==> config.mk <==
export PLATFORM = sky130hd
export DESIGN_NAME = uart_rx_os_flat
export DESIGN_NICKNAME = d
export VERILOG_FILES = /design/src/rtl/uart_pkg.sv /design/src/rtl/uart_rx_os_if.sv /design/src/rtl/sync_2ff.sv /design/src/rtl/uart_rx_os.sv /design/src/flat_wrapper.sv
export SDC_FILE = /design/constraint.sdc
export NUM_CORES = 1
export LEC_CHECK = 0
export ABC_AREA = 1
export CAP_MARGIN = 20
export CELL_PAD_IN_SITES_DETAIL_PLACEMENT = 1
export CELL_PAD_IN_SITES_GLOBAL_PLACEMENT = 2
export CORE_AREA = 2 2 79 81
export DETAILED_ROUTE_END_ITERATION = 7
export DIE_AREA = 0 0 81 83
export PLACE_DENSITY_LB_ADDON = 0.05
export SYNTH_ARGS = -nofsm -noshare
export SYNTH_HDL_FRONTEND = slang
export SYNTH_HIERARCHICAL = 1
export SYNTH_SLANG_ARGS = --single-unit
==> constraint.sdc <==
create_clock -name clk -period 1.6 [get_ports clk]
set_clock_uncertainty 0.15 [all_clocks]
set_input_delay 0.24 -clock clk [delete_from_list [all_inputs] [get_ports clk]]
set_output_delay 0.24 -clock clk [all_outputs]
set_load 0.02 [all_outputs]
==> src/rtl/uart_pkg.sv <==
// Shared types and constants for the UART receive path.
package uart_pkg;

  localparam int CLK_DIV_DEF = 434;
  localparam int DATA_BITS   = 8;

  typedef enum logic [2:0] {
    IDLE,
    START,
    DATA,
    STOP,
    BREAK
  } rx_state_e;

  function automatic logic maj3(input logic a, input logic b, input logic c);
    return (a & b) | (a & c) | (b & c);
  endfunction

endpackage

==> src/rtl/uart_rx_os_if.sv <==
// Receiver-to-FIFO output bundle: byte, write strobe, framing error, busy.
interface uart_rx_os_if;
  import uart_pkg::*;

  logic [DATA_BITS-1:0] rx_data;
  logic                 rx_valid;
  logic                 frame_err;
  logic                 busy;

  modport master (output rx_data, output rx_valid, output frame_err, output busy);
  modport slave  (input  rx_data, input  rx_valid, input  frame_err, input  busy);

endinterface

==> src/rtl/sync_2ff.sv <==
// Two-flop synchroniser for a single asynchronous input, reset to RST_VAL.
module sync_2ff #(
  parameter logic RST_VAL = 1'b1
) (
  input  logic clk,
  input  logic rst_n,
  input  logic d,
  output logic q
);

  logic meta_q, meta_d;
  logic sync_q, sync_d;

  always_comb begin
    meta_d = d;
    sync_d = meta_q;
  end

  always_ff @(posedge clk) begin
    if (!rst_n) begin
      meta_q <= RST_VAL;
      sync_q <= RST_VAL;
    end else begin
      meta_q <= meta_d;
      sync_q <= sync_d;
    end
  end

  assign q = sync_q;

endmodule

==> src/rtl/uart_rx_os.sv <==
// Oversampling 8N1 UART receiver with 3-sample majority vote and framing-error report.
//   state | meaning
//   IDLE  | line idle, waiting for a low level
//   START | timing the start bit, rejecting glitches at its centre
//   DATA  | sampling 8 data bits, LSB first
//   STOP  | sampling stop bit; leaves mid-bit so a following start is not missed
//   BREAK | stop bit was low, waiting for the line to return high
module uart_rx_os
  import uart_pkg::*;
#(
  parameter int CLK_DIV = CLK_DIV_DEF
) (
  input  logic           clk,
  input  logic           rst_n,
  input  logic           rxd,
  uart_rx_os_if.master   rx_if
);

  localparam int HALF = CLK_DIV / 2;
  localparam int CW   = $clog2(CLK_DIV);
  localparam int BW   = $clog2(DATA_BITS);

  localparam logic [CW-1:0] CNT_LAST = CW'(CLK_DIV - 1);
  localparam logic [CW-1:0] SMP_A    = CW'(HALF - 1);
  localparam logic [CW-1:0] SMP_B    = CW'(HALF);
  localparam logic [CW-1:0] SMP_C    = CW'(HALF + 1);
  localparam logic [BW-1:0] IDX_LAST = BW'(DATA_BITS - 1);

  logic rxs;

  rx_state_e            state_q, state_d;
  logic [CW-1:0]        cnt_q, cnt_d;
  logic [BW-1:0]        bit_idx_q, bit_idx_d;
  logic [DATA_BITS-1:0] shreg_q, shreg_d;
  logic [1:0]           smp_q, smp_d;
  logic [DATA_BITS-1:0] rx_data_q, rx_data_d;
  logic                 rx_valid_q, rx_valid_d;
  logic                 frame_err_q, frame_err_d;
  logic                 decide;
  logic                 maj;

  sync_2ff #(.RST_VAL(1'b1)) u_sync_rxd (
    .clk   (clk),
    .rst_n (rst_n),
    .d     (rxd),
    .q     (rxs)
  );

  always_comb begin
    state_d     = state_q;
    cnt_d       = (cnt_q == CNT_LAST) ? '0 : cnt_q + CW'(1);
    bit_idx_d   = bit_idx_q;
    shreg_d     = shreg_q;
    smp_d       = smp_q;
    rx_data_d   = rx_data_q;
    rx_valid_d  = 1'b0;
    frame_err_d = 1'b0;

    // third sample is taken live at the decision point
    decide = (cnt_q == SMP_C);
    maj    = maj3(smp_q[0], smp_q[1], rxs);
    if (cnt_q == SMP_A) smp_d[0] = rxs;
    if (cnt_q == SMP_B) smp_d[1] = rxs;

    case (state_q)
      IDLE: begin
        cnt_d = '0;
        if (!rxs) state_d = START;
      end
      START: begin
        if (decide && maj) begin
          state_d = IDLE;
        end else if (cnt_q == CNT_LAST) begin
          state_d   = DATA;
          bit_idx_d = '0;
        end
      end
      DATA: begin
        if (decide) shreg_d = {maj, shreg_q[DATA_BITS-1:1]};
        if (cnt_q == CNT_LAST) begin
          if (bit_idx_q == IDX_LAST) state_d = STOP;
          else                       bit_idx_d = bit_idx_q + BW'(1);
        end
      end
      STOP: begin
        if (decide) begin
          if (maj) begin
            rx_data_d  = shreg_q;
            rx_valid_d = 1'b1;
            state_d    = IDLE;
          end else begin
            frame_err_d = 1'b1;
            state_d     = BREAK;
          end
        end
      end
      BREAK: begin
        cnt_d = '0;
        if (rxs) state_d = IDLE;
      end
      default: state_d = IDLE;
    endcase
  end

  always_ff @(posedge clk) begin
    if (!rst_n) begin
      state_q     <= IDLE;
      cnt_q       <= '0;
      bit_idx_q   <= '0;
      shreg_q     <= '0;
      smp_q       <= '0;
      rx_data_q   <= '0;
      rx_valid_q  <= 1'b0;
      frame_err_q <= 1'b0;
    end else begin
      state_q     <= state_d;
      cnt_q       <= cnt_d;
      bit_idx_q   <= bit_idx_d;
      shreg_q     <= shreg_d;
      smp_q       <= smp_d;
      rx_data_q   <= rx_data_d;
      rx_valid_q  <= rx_valid_d;
      frame_err_q <= frame_err_d;
    end
  end

  assign rx_if.rx_data   = rx_data_q;
  assign rx_if.rx_valid  = rx_valid_q;
  assign rx_if.frame_err = frame_err_q;
  assign rx_if.busy      = (state_q != IDLE);

endmodule
==> src/flat_wrapper.sv <==
// flat-port wrapper written by rule: the top's interface ports become plain ports
module uart_rx_os_flat import uart_pkg::*;
#(
  parameter int CLK_DIV = CLK_DIV_DEF
)
  (clk, rst_n, rxd, rx_if_rx_data, rx_if_rx_valid, rx_if_frame_err, rx_if_busy);
  uart_rx_os_if rx_if_i ();
  input  logic clk;
  input  logic rst_n;
  input  logic rxd;
  output wire logic [$bits(rx_if_i.rx_data)-1:0] rx_if_rx_data;
  output wire logic [$bits(rx_if_i.rx_valid)-1:0] rx_if_rx_valid;
  output wire logic [$bits(rx_if_i.frame_err)-1:0] rx_if_frame_err;
  output wire logic [$bits(rx_if_i.busy)-1:0] rx_if_busy;
  assign rx_if_rx_data = rx_if_i.rx_data;
  assign rx_if_rx_valid = rx_if_i.rx_valid;
  assign rx_if_frame_err = rx_if_i.frame_err;
  assign rx_if_busy = rx_if_i.busy;
  uart_rx_os #(.CLK_DIV(CLK_DIV)) u_core (.clk(clk), .rst_n(rst_n), .rxd(rxd), .rx_if(rx_if_i));
endmodule
==> flow_summary_export.csv <==
group,metric,value,unit
critical_path,critical_path_buf_inv_count,3,
clock_network,clock_tree.htree_level_count,2,
timing,report.final.setup_viol,2,
logic_synthesis,syn-mean-instance-area,7.56,um^2
clock_network,cts-hold-fix-buffers,0,
placed_design,place_hpwl,3050,um
power,p_per_area,1190,nW/um^2
grt,initial_antenna_violation_count,0,
power,share_comb_of_total_power,0.302,
route,antenna_violating_nets_post_route,0,
grt,track_usage,0.149,
layout,finish.net_count,282,
timing,final_critical_path_time_including_i_o_delays_and_setup,1610,ps
layout,antennaDiodeCount,0,
hold_path,min-delay-path-class,"flop to flop",
run_status,status,"finished, violations left",
timing,hold_viol_final,0,
timing,final.setup.tns,-17.5,ps
grt,grt_start_max_net_pins,18,
layout,layout.cells.most_common_list,"36 x sky130_fd_sc_hd__nand2_1, 33 x sky130_fd_sc_hd__dfxtp_1, 27 x sky130_fd_sc_hd__nor2_1, 24 x sky130_fd_sc_hd__buf_4, 23 x sky130_fd_sc_hd__inv_1",
job,maxCapViolCount,0,
floorplanning,floorplan.rows,28,
logic_synthesis,netlist-cell-type-count,30,
route,route.met2.wl,2000,um
critical_path,worst-endpoint-arrival,1700,ps
timing,worst_slew_pin_slew,310,ps
logic_synthesis,post_synth_inst_count,228,
critical_path,cp-start-kind,"flop",
route,first_pass_iters,3,
layout,areaGrowthSynthToFinish,40.7,%
power,internal_power,1950,uW
layout,most_common_cell_after_layout_fill_and_taps_aside,"sky130_fd_sc_hd__nand2_1",
grt,globalRouteOverflowTotal,0,
grt,vias_in_the_first_global_route,1660,
layout,layout.cells.non_filler,349,
route,drt_first_iter_violations,40,
clock_network,cts_buffers,5,
critical_path,crit_path_max_fanout,4,
timing,timing.max_slew.rel_slack,0.791,
critical_path,critical_path.cell_chain,"inv_4 > ha_4 > nand2_2 > nor2_2 > nand2_2 > clkinv_4 > nand2_8 > buf_12 > nor2_4 > o21ai_1 > nor2_1",
critical_path,r2r_setup_slack,-10,ps
clock_network,clk_transition_reported_paths,80,ps
critical_path,ff2ff_path_depth,11,
logic_synthesis,synth-seq-cells,37,
floorplanning,core,5820,um^2
critical_path,max_stage_delay,370,ps
power,peakVddDrop,0.435,mV
route,dr_total_vias,1559,
route,routed.top_layer,"met4",
critical_path,crit_required,1690,ps
critical_path,path_class,"flop to flop",
clock_network,clk_path_buf_depth,2,
power,switching_share,0.322,
logic_synthesis,ys_warn_count,6,
route,wl_met1,2150,um
critical_path,critical_path.startpoint,"u_core/cnt_q[0]",
clock_network,clk_root_buffer_cell,"sky130_fd_sc_hd__clkbuf_8",
logic_synthesis,synth.yosys.seq_area_share,0.430,
timing,rsz_0062_raised_after_global_routing,"true",
route,wire_length_on_met3,105,um
power,power_frac_seq,0.360,
timing,fin_crit_sh,1.01,
placed_design,dp_cells,334,
layout,fraction_of_final_layout_cells_sized_beyond_drive_strength_1,0.325,
floorplanning,design.die.area,6720,um^2
grt,global_route_wire_length_before_repair,7800,um
timing,fin_worst_hold_slack,255,ps
placed_design,dp_slack,-116,ps
clock_network,clock_sink_count,37,
route,route.final.wire_length,4310,um
critical_path,worstReg2RegEnd,"u_core/rx_if.rx_data[1]",
critical_path,cp.depth,11,
floorplanning,starting_density_of_the_core,0.296,
logic_synthesis,synth_nets,237,
route,vias_per_cell,4.47,
hold_path,hold_depth,2,
placed_design,numPortBuffers,13,
run_status,violations,"negative setup slack",
power,switchingPower,924,uW
floorplanning,num_io_pins,14,
timing,setup_slack,-14.5,ps
critical_path,worst_r2r_startpoint,"u_core/cnt_q[0]",
floorplanning,die_width,81,um
timing,maximum_clock_frequency,0.619,GHz
timing,number_of_max_slew_violations_in_the_final_report,0,
route,routedWlPerCell,12.3,um
critical_path,critical_path_s_slowest_cell,"sky130_fd_sc_hd__dfxtp_4",
floorplanning,die_h,83,um
placed_design,gpl.final_weighted_congestion,0.703,
critical_path,worstSetupEndpoint,"u_core/rx_if.rx_data[1]",
power,power_leakage,0.00105,uW
logic_synthesis,syn_area,1720,um^2
power,power.clock.fraction,0.338,
critical_path,setup.worst_path.end_class,"flop",
clock_network,tritoncts_clock_tree,"built",
route,final_routed_drc_violation_total,0,
placed_design,placement.cell_area,2080,um^2
layout,postLayoutCellArea,2420,um^2
critical_path,cp_top_family,"simple AND/OR/NAND/NOR gates",
clock_network,insertion_delay,290,ps
critical_path,crit_path_frequent_cell,"sky130_fd_sc_hd__nand2_2",
[power by group through the flow]
stage / Clock, uW / Sequential, uW / Combinational, uW
2_1_floorplan: 0 / 1030 / 504
3_3_place_gp: 0 / 1030 / 813
3_5_place_dp: 0 / 1030 / 818
4_1_cts: 1010 / 1030 / 857
5_1_grt: 1050 / 1040 / 980
6_report: 971 / 1030 / 869
[through the flow]
stage               total power (uW)   util
floorplan                       1530      -
global placement                1850  0.358
detailed placement              1850  0.358
CTS                             2890  0.403
global route                    3070  0.417
finish                          2870  0.417
[cell type report]
type                    count  area (um^2)
clock buffers               5         68.8
flip-flops and latches     37          751
multi-input cells         156          975
well taps                  75         93.8
fillers                   732         3390
repair buffers             39          328
clock inverters             3         65.1
repair inverters            1         6.26
inverters                  33          136
[how the worst min path moves through the flow]
| stage | startpoint | end | slack (ps) |
|---|---|---|---|
| 2_1_floorplan | rst_n | u_core/u_sync_rxd/meta_q | 160 |
| 3_3_place_gp | u_core/u_sync_rxd/meta_q | u_core/u_sync_rxd/q | 240 |
| 3_5_place_dp | u_core/u_sync_rxd/meta_q | u_core/u_sync_rxd/q | 250 |
| 4_1_cts | u_core/u_sync_rxd/meta_q | u_core/u_sync_rxd/q | 260 |
| 5_1_grt | u_core/u_sync_rxd/meta_q | u_core/u_sync_rxd/q | 280 |
| 6_report | u_core/u_sync_rxd/meta_q | u_core/u_sync_rxd/q | 260 |
[routing by layer]
layer / global-route usage / up-vias
li1: - / 819
met1: 0.197 / 720
met2: 0.234 / 14
met3: 0.0359 / 6
met4: 0.0508 / 0
met5: 0 / -
[registers in the layout (all words and copies together) (netlist names)]
| register | flops |
|---|---|
| u_core/state_q | 3 |
| u_core/cnt_q | 9 |
| u_core/bit_idx_q | 3 |
| u_core/smp_q | 2 |
| u_core/u_sync_rxd/meta_q | 1 |
| u_core/u_sync_rxd/q | 1 |
| u_core/shreg_q | 8 |
| u_core/rx_if.frame_err | 1 |
| u_core/rx_if.rx_valid | 1 |
| u_core/rx_if.rx_data | 8 |
[worst reg2reg max path, stage by stage (launching register included)]
cell and delay (ps):
sky130_fd_sc_hd__dfxtp_4 370, sky130_fd_sc_hd__inv_4 60, sky130_fd_sc_hd__ha_4 120, sky130_fd_sc_hd__nand2_2 50
sky130_fd_sc_hd__nor2_2 90, sky130_fd_sc_hd__nand2_2 90, sky130_fd_sc_hd__clkinv_4 80, sky130_fd_sc_hd__nand2_8 70
sky130_fd_sc_hd__buf_12 140, sky130_fd_sc_hd__nor2_4 160, sky130_fd_sc_hd__o21ai_1 90, sky130_fd_sc_hd__nor2_1 100
[cell families after synthesis]
kind of cell    count (synthesis)  synth area share
flops                          37             0.430
compound gates                 35             0.117
fa+ha+maj                       6            0.0436
simple gates                  114             0.320
buf+inv                        36            0.0893
[Yosys cell counts, drive strengths merged]
master | number | area (um^2)
o21ai | 13 | 76.3
o21a | 2 | 15.0
nor2 | 42 | 194
dfxtp | 37 | 741
buf | 2 | 18.8
clkinv | 1 | 8.76
nand2 | 48 | 208
and2 | 1 | 6.26
nor4 | 1 | 6.26
nand3 | 13 | 65.1
o21bai | 1 | 7.51
a21oi | 18 | 90.1
nor3b | 1 | 7.51
ha | 6 | 75.1
inv | 32 | 123
nand4 | 3 | 18.8
nor3 | 5 | 46.3
clkbuf | 1 | 3.75
o211ai | 1 | 12.5
[repair_timing]
action	CTS	global route
pin swaps	11	10
cloned	2	0
gates resized for setup	40	26
endpoints found under the setup margin	30	29
setup buffers	4	1
Power figures use the tool's default switching activity.
